$ cat config.mk
export PLATFORM = sky130hd
export DESIGN_NAME = timebase_gen
export DESIGN_NICKNAME = d
export VERILOG_FILES = /design/src/rtl/timebase_pkg.sv /design/src/rtl/tb_casc_stage.sv /design/src/rtl/timebase_gen.sv
export SDC_FILE = /design/constraint.sdc
export NUM_CORES = 1
export LEC_CHECK = 0
export CAP_MARGIN = 20
export CELL_PAD_IN_SITES_DETAIL_PLACEMENT = 0
export CELL_PAD_IN_SITES_GLOBAL_PLACEMENT = 1
export CORE_MARGIN = 5
export CORE_UTILIZATION = 30
export CTS_CLUSTER_DIAMETER = 80
export CTS_CLUSTER_SIZE = 28
export DETAILED_ROUTE_END_ITERATION = 10
export HOLD_SLACK_MARGIN = 0.03
export PLACE_DENSITY = 0.57
export RECOVER_POWER = 100
export SETUP_SLACK_MARGIN = 0.3
export SYNTH_ARGS = -nofsm -noshare
export SYNTH_HDL_FRONTEND = slang
export SYNTH_SLANG_ARGS = --single-unit
$ cat constraint.sdc
create_clock -name clk -period 10.5 [get_ports clk]
set_clock_uncertainty 0.2 [all_clocks]
set_input_delay 3.15 -clock clk [delete_from_list [all_inputs] [get_ports clk]]
set_output_delay 3.15 -clock clk [all_outputs]
set_load 0.02 [all_outputs]
$ cat src/rtl/timebase_pkg.sv
// Shared constants for the timebase generator and its cascade stages.
//   DEFAULT_DIV_1MS_100MHZ : base tick divisor giving 1 ms at 100 MHz
//   DECADE                 : default cascade ratio (1 ms -> 10 ms -> ...)
//   DIV_MIN                : smallest divisor accepted; smaller loads are clamped
//   MODE_WRAP / MODE_SAT   : elapsed-counter overflow behaviour
package timebase_pkg;

   localparam int unsigned DEFAULT_DIV_1MS_100MHZ = 100000;
   localparam int unsigned DECADE                 = 10;
   localparam int unsigned DIV_MIN                = 2;

   localparam bit MODE_WRAP = 1'b0;
   localparam bit MODE_SAT  = 1'b1;

endpackage

$ cat src/rtl/tb_casc_stage.sv
// One cascade stage of the timebase: a 0..RATIO-1 counter advanced by the
// strobe of the previous stage. Passes the strobe on when it is at terminal.
//   clk, rst    : clock, async active-high reset
//   en          : count enable
//   clr         : synchronous clear of the counter
//   strobe_in   : strobe of the previous (faster) stage
//   strobe_out  : strobe_in qualified by this stage's terminal count
//   count       : current stage count
module tb_casc_stage
   import timebase_pkg::*;
#(
   parameter int unsigned RATIO = DECADE
) (
   input  logic                       clk,
   input  logic                       rst,
   input  logic                       en,
   input  logic                       clr,
   input  logic                       strobe_in,
   output logic                       strobe_out,
   output logic [$clog2(RATIO)-1:0]   count
);

   localparam int unsigned CW = $clog2(RATIO);

   logic at_max;

   assign at_max     = (count == CW'(RATIO - 1));
   assign strobe_out = en & strobe_in & at_max;

   always_ff @(posedge clk or posedge rst) begin
      if (rst) begin
         count <= '0;
      end else if (clr) begin
         count <= '0;
      end else if (en && strobe_in) begin
         count <= at_max ? '0 : count + CW'(1);
      end
   end

endmodule

$ cat src/rtl/timebase_gen.sv
// Programmable timebase: a base tick from clk with a runtime-loadable
// divisor, NUM_CASC cascaded slower ticks, and an elapsed base-tick counter.
//   clk, rst      : clock, async active-high reset
//   en            : count enable; low freezes all counters
//   clr           : synchronous clear of counters and flags
//   div_load      : strobe capturing div_value (clamped to >= 2) as pending divisor
//   div_value     : new divisor
//   load_pending  : a captured divisor waits for the next base-period wrap
//   tick          : registered single-cycle pulses; tick[k] every CASC_RATIO^k base ticks
//   elapsed       : base ticks since reset or clr
//   ovf           : sticky wrap/saturate indication
module timebase_gen
   import timebase_pkg::*;
#(
   parameter int unsigned DIV_W       = 17,
   parameter int unsigned DEFAULT_DIV = DEFAULT_DIV_1MS_100MHZ,
   parameter int unsigned NUM_CASC    = 3,
   parameter int unsigned CASC_RATIO  = DECADE,
   parameter int unsigned CNT_W       = 16,
   parameter bit          SATURATE    = MODE_WRAP
) (
   input  logic                clk,
   input  logic                rst,
   input  logic                en,
   input  logic                clr,
   input  logic                div_load,
   input  logic [DIV_W-1:0]    div_value,
   output logic                load_pending,
   output logic [NUM_CASC:0]   tick,
   output logic [CNT_W-1:0]    elapsed,
   output logic                ovf
);

   localparam int unsigned CW = $clog2(CASC_RATIO);

   if (CASC_RATIO < 2) begin : g_bad_ratio
      $error("timebase_gen: CASC_RATIO must be >= 2");
   end
   if ((DEFAULT_DIV < DIV_MIN) || ((DEFAULT_DIV >> DIV_W) != 0)) begin : g_bad_div
      $error("timebase_gen: DEFAULT_DIV must be >= 2 and fit in DIV_W bits");
   end

   logic [DIV_W-1:0]       prescaler;
   logic [DIV_W-1:0]       div_active;
   logic [DIV_W-1:0]       shadow;
   logic [DIV_W-1:0]       div_clamped;
   logic [NUM_CASC:0]      strobe;
   logic [NUM_CASC*CW-1:0] casc_count;
   logic                   unused_casc;

   assign div_clamped = (div_value < DIV_W'(DIV_MIN)) ? DIV_W'(DIV_MIN) : div_value;
   assign strobe[0]   = en & (prescaler == div_active - DIV_W'(1));

   // Stage counts are only kept for debug visibility.
   assign unused_casc = ^casc_count;

   for (genvar k = 1; k <= NUM_CASC; k++) begin : g_casc
      tb_casc_stage #(
         .RATIO      (CASC_RATIO)
      ) u_stage (
         .clk        (clk),
         .rst        (rst),
         .en         (en),
         .clr        (clr),
         .strobe_in  (strobe[k-1]),
         .strobe_out (strobe[k]),
         .count      (casc_count[(k-1)*CW +: CW])
      );
   end

   // Prescaler and divisor handover. A new divisor only takes effect on the
   // wrap edge, so the running period is never cut short.
   always_ff @(posedge clk or posedge rst) begin
      if (rst) begin
         prescaler    <= '0;
         div_active   <= DIV_W'(DEFAULT_DIV);
         shadow       <= '0;
         load_pending <= 1'b0;
      end else if (clr) begin
         prescaler <= '0;
         if (load_pending) begin
            div_active   <= shadow;
            load_pending <= 1'b0;
         end
      end else begin
         if (en) begin
            prescaler <= strobe[0] ? '0 : prescaler + DIV_W'(1);
         end
         if (strobe[0]) begin
            if (div_load) begin
               shadow     <= div_clamped;
               div_active <= div_clamped;
            end else if (load_pending) begin
               div_active <= shadow;
            end
            load_pending <= 1'b0;
         end else if (div_load) begin
            shadow       <= div_clamped;
            load_pending <= 1'b1;
         end
      end
   end

   always_ff @(posedge clk or posedge rst) begin
      if (rst) begin
         tick    <= '0;
         elapsed <= '0;
         ovf     <= 1'b0;
      end else if (clr) begin
         tick    <= '0;
         elapsed <= '0;
         ovf     <= 1'b0;
      end else begin
         tick <= strobe;
         if (strobe[0]) begin
            if (elapsed == {CNT_W{1'b1}}) begin
               ovf <= 1'b1;
               if (SATURATE == MODE_WRAP) begin
                  elapsed <= '0;
               end
            end else begin
               elapsed <= elapsed + CNT_W'(1);
            end
         end
      end
   end

endmodule

* Word-level counts from Yosys, hierarchy flattened
Index checks and enable logic that the tools add are counted.
** Storage, ports and cells
- Input port bits :: 22
- Latch bits :: 0
- Bits in writable memories :: 0
- Output and inout port bits :: 22
- Flip-flop bits (word level) :: 85
- Logic and storage cells :: 69
- ROM bits :: 0
- Memories :: 0
** Cells by class
- Reduce and logical (&&, ||, !) cells :: 12
- Magnitude comparators :: 1
- Bitwise gates (word level) :: 8
- Div/mod/pow operators :: 0
- Equal/unequal tests :: 5
- Add/subtract/negate cells :: 6
- Shifts and indexed selects :: 0
- Mux-type cells :: 27
- $mul :: 0
** Operators by type and width (count)
- two-way mux 17 bit :: 8
- two-way mux 16 bit :: 3
- two-way mux 4 bit :: 10
- adder 17 x 1 -> 17 bit (second input constant) :: 1
- equality test 17 bit :: 1
- < comparator 17 x 2 -> 1 bit (second input constant) :: 1
- subtractor 17 x 1 -> 17 bit (second input constant) :: 1
- adder 16 x 1 -> 16 bit (second input constant) :: 1
- equality test 16 bit (second input constant) :: 1
- adder 4 x 1 -> 4 bit (second input constant) :: 3
- equality test 4 bit (second input constant) :: 3
- nonzero test 2 bit :: 6
- bitwise AND 1 bit :: 7
- two-way mux 1 bit :: 6
- AND reduction 2 bit :: 2
- logical AND 1 bit :: 3
- nonzero test 3 bit :: 1
- NOT 1 bit :: 1

* Depth between registers and ports, before layout
- Word-level depth :: 10
- Mapped depth :: 13
- Gate-level depth less buffers :: 9

* By module
Synthesis repeated with hierarchy kept, for this count alone.
** Unflattened totals
- Cell total of the unflattened synthesis :: 606
- Area, all modules :: 5328.9 um2
** Modules (own cells, without submodules)
- timebase_gen :: area each 4596.9 um2, cells an instance 525, times used 1, sequential area each 1834.3 um2
- tb_casc_stage :: area each 244.0 um2, cells an instance 27, times used 3, sequential area each 100.1 um2

* Worst setup path before layout
Ideal clock, no wire load.
- Path kind :: in2reg
- Start :: input en
- End :: register elapsed[15]
- Path buffers :: 2
- Arrival time :: 4485 ps
- Stages :: 8
- Data required time :: 10178 ps
- Setup time :: 122 ps
- Setup slack :: 5693 ps
- Path through :: nand3_1 > a211oi_2 > nor4b_4 > o2111a_1 > buf_4 > buf_6 > o21ai_0 > a32o_1
** On the way
- Longest elaborated chain between the ends :: 2
** RTL lines
- from (decl) :: RTL line timebase_gen.sv:24 : input logic en,
- bitwise AND 1 bit :: RTL line timebase_gen.sv:52 : assign strobe[0] = en & (prescaler == div_active - DIV_W'(1));
- nonzero test 2 bit (no source line)
- to (signal assigned) :: RTL line timebase_gen.sv:122 : elapsed <= elapsed + CNT_W'(1);
- to (decl) :: RTL line timebase_gen.sv:30 : output logic [CNT_W-1:0] elapsed,
Every way passes these cells.
A chain may end at the register's enable or synchronous reset.

* Worst setup path in the final report
- Start :: input clr
- End :: register div_active[1]
** On the way
- Longest elaborated chain between the ends :: 1
- Elaborated cells on any way between the ends :: 2
- Those cells by class :: mux (1); reduce/logical (1)
** RTL lines
- from (decl) :: RTL line timebase_gen.sv:25 : input logic clr,
- two-way mux 17 bit or nonzero test 2 bit (tied branches)
- to (signal assigned) :: RTL line timebase_gen.sv:76 : div_active <= DIV_W'(DEFAULT_DIV);
- to (signal assigned) :: RTL line timebase_gen.sv:82 : div_active <= shadow;
- to (signal assigned) :: RTL line timebase_gen.sv:92 : div_active <= div_clamped;
- to (decl) :: RTL line timebase_gen.sv:44 : logic [DIV_W-1:0] div_active;
Parallel ways exist; a longest one is shown, timed or not.

==> out/metrics.yaml <==
status:
  status: "complete, but fails checks"
  failed_checks: "max-capacitance violations, max-slew violations"
timing:
  hold_viol: 0
  rsz0062_at_grt: "false"
  slew_viol_final: 170
  setup-tns-final_ps: 0
  slew_headroom_pct: -72.9
  finalSetupViolations: 0
  period_needed_ps: 7960
  worst_pin_slew_ps: 2590
  hold_slack_ps: 280
  fmax_ghz: 0.126
  fin_crit_sh_pct: 75.8
worst_setup_path:
  path_depth: 9
  path_max_fanout: 47
  cp-end-kind: "flip-flop"
  cpPeakStageDelay_ps: 1440
  r2r-end: "div_active[16]$_DFFE_PP1P_"
  r2r_setup_slack_ps: 5360
  cp_cell_sequence: "dlygate4sd3_1 > clkbuf_1 > inv_1 > nand2_1 > clkbuf_1 > a41oi_1 > inv_1 > o22ai_1 > a2bb2oi_1"
  cp_slowest_cell: "clkbuf_1"
  ff2ff_path_depth: 10
  arrival_ps: 8020
  critPathKind: "in2reg"
  r2r_start: "div_active[0]$_DFFE_PP0P_"
  startpoint_type: "primary input"
  cp_num_buf_inv: 5
  cp_top_family: "buffers and inverters"
  cp_data_required_time_ps: 10560
global_route:
  globalRouteOverflowTotal: 0
  busiest_layer: "met2"
  grt_pass1_vias: 4061
  grt_max_degree: 48
  globalRouteTotalUtil_pct: 13.3
  grt_pass1_wl_um: 21200
  use_met1_pct: 19.1
  grt_use_met3_pct: 2.41
  use_met2_pct: 20.6
  antenna_found_initial: 0
yosys:
  synth_cell_types: 69
  synthCells: 536
  netlist_area_mm2: 0.00496
  syn_nets: 567
  ys_warn_count: 0
  ys.flop_type: "dfrtp_1"
  seq_area_frac_synth_pct: 43.0
  synth_seq_cells: 85
  async_flop_share_pct: 100
  avgSynthCellArea_um2: 9.25
  synth_edf_count: 0
detailed_routing:
  wl_per_cell_um: 16.2
  dr.pass1.iters: 5
  detail-route-antenna-nets: 0
  drc_errors: 0
  drt_wl_total_um: 12700
  drt-vias-per-instance: 5.18
  vias: 4053
  drtIter0Drc: 315
floorplan:
  coreArea_mm2: 0.0164
  dieArea_mm2: 0.0192
  die_w_um: 139
  io_pins: 44
  start_util_pct: 30.2
  row_count: 47
  fp.dieH_um: 139
hold_path:
  min_path_type: "reg2reg"
  holdPathStages: 2
  min-delay-start: "shadow[13]$_DFFE_PP0P_"
  whs_endpoint: "shadow[13]$_DFFE_PP0P_"
placement:
  dp_hpwl_um: 8430
  portBuffers: 43
  gp_congestion: 0.727
cts:
  clk_latency_ps: 350
  numCtsBuffers: 9
  cts_hold_buffers: 0
  cts_root_buffer: "clkbuf_16"
  cts-resized-gates: 0
  postCtsSetupBuffers: 0
  htreeDepth: 3
  cts_sinks: 85
  clk_pin_slew_ps: 70
  cts_tree: "built"
  clockBufferDepth: 2
pwr:
  p_leak_nw: 2.41
  power.total_mw: 0.837
  peakVddDrop_mv: 0.0672
  power_density_mw_per_mm2: 145
layout:
  antenna_cells: 0
  fillers: 1678
  regArea_mm2: 0.00213
  multi_input_area_mm2: 0.00255
  drive_gt1_share_pct: 7.64
  layout.nets: 589
  areaGrowthSynthToFinish_pct: 16.2
run:
  drv_cap: 4
==> worst max path at each step <==
stage | from | end
floorplan | rst | div_active[0]$_DFFE_PP0P_
global placement | clr | div_active[16]$_DFFE_PP1P_
detailed placement | clr | div_active[16]$_DFFE_PP1P_
CTS | clr | div_active[16]$_DFFE_PP1P_
global route | clr | div_active[1]$_DFFE_PP0P_
finish | clr | div_active[1]$_DFFE_PP0P_
==> logic make-up after synthesis <==
family / synth area share [%]
XOR/XNOR: 6.46
AO/OA/AOI/OAI: 16.3
AND/OR/NAND/NOR: 26.5
adder cells (fa/ha/maj): 2.27
multiplexers: 0.883
flip-flops: 43.0
buffers and inverters: 4.59
==> metrics by stage <==
step	std cells	area (um2)	util, %	worst slack (ps)
2_1_floorplan	536	4960	-	4970
3_3_place_gp	766	5510	33.6	3520
3_5_place_dp	766	5510	33.6	3470
4_1_cts	782	5810	35.4	3840
5_1_grt	783	5760	35.1	2070
6_report	783	5760	35.1	2540
==> metal layers <==
| layer | part of all wire (%) | up-vias |
|---|---|---|
| li1 | - | 1980 |
| met1 | 51 | 1986 |
| met2 | 45 | 81 |
| met3 | 3.4 | 6 |
| met4 | 0.88 | 0 |
| met5 | 0 | - |
==> sequential cells by signal, indices dropped and copies added, names as in the netlist <==
name,count
g_casc.u_stage.count,12
div_active,17
elapsed,16
tick,4
load_pending,1
prescaler,17
shadow,17
ovf,1
==> report_power, final <==
group          switching (mW)  leakage (nW)  internal, mW
Combinational          0.0589          1.15        0.0512
Clock                   0.150         0.148         0.188
Sequential             0.0359          1.10         0.353
==> synthesized netlist by cell type, types with 4 or more instances <==
cell type	number	share of area, %
nand2_1	83	6.3
a21oi_1	9	0.91
dfstp_2	6	3.2
ha_1	9	2.3
or3_1	6	0.76
inv_1	11	0.83
and3_1	15	1.9
buf_2	5	0.50
dfrtp_1	79	40
nand3_1	23	2.3
a32o_1	10	2.0
nor2_1	50	3.8
buf_6	4	0.91
a2bb2oi_1	15	2.6
o22ai_1	17	2.1
clkbuf_1	22	1.7
nand4_1	6	0.76
xnor2_1	20	3.5
nand2b_1	4	0.50
a31o_2	6	1.1
nor4_1	8	1.0
nor2b_1	8	1.0
nor3_1	16	1.6
o21ai_0	14	1.4
nor3b_1	6	0.91
and4_1	5	0.88
xor2_1	14	2.5
==> area by class of cell <==
class	instances	share of cell area (%)
clock buffers	9	3.91
clock inverters	7	1.39
inverters	11	0.738
multi-input cells	403	44.3
flip-flops and latches	85	37.0
well taps	220	4.78
repair buffers	48	7.86
==> layout by cell type, fill, tap and decap left out, drive strengths merged, types with 11 or more instances in the layout <==
cell / instances
a21oi: 11
a2bb2oi: 15
and3: 15
clkbuf: 13
clkdlybuf4s50: 18
dfrtp: 79
dlygate4sd3: 25
inv: 13
nand2: 83
nand3: 24
nor2: 50
nor3: 16
o21ai: 14
o22ai: 17
xnor2: 20
xor2: 14
==> worst min-delay path: cells and delay by family (launching register included) <==
kind             cells  cell delay, ps
DFF                  1             350
and+or+nand+nor      2             100
Power figures use the tool's default switching activity.
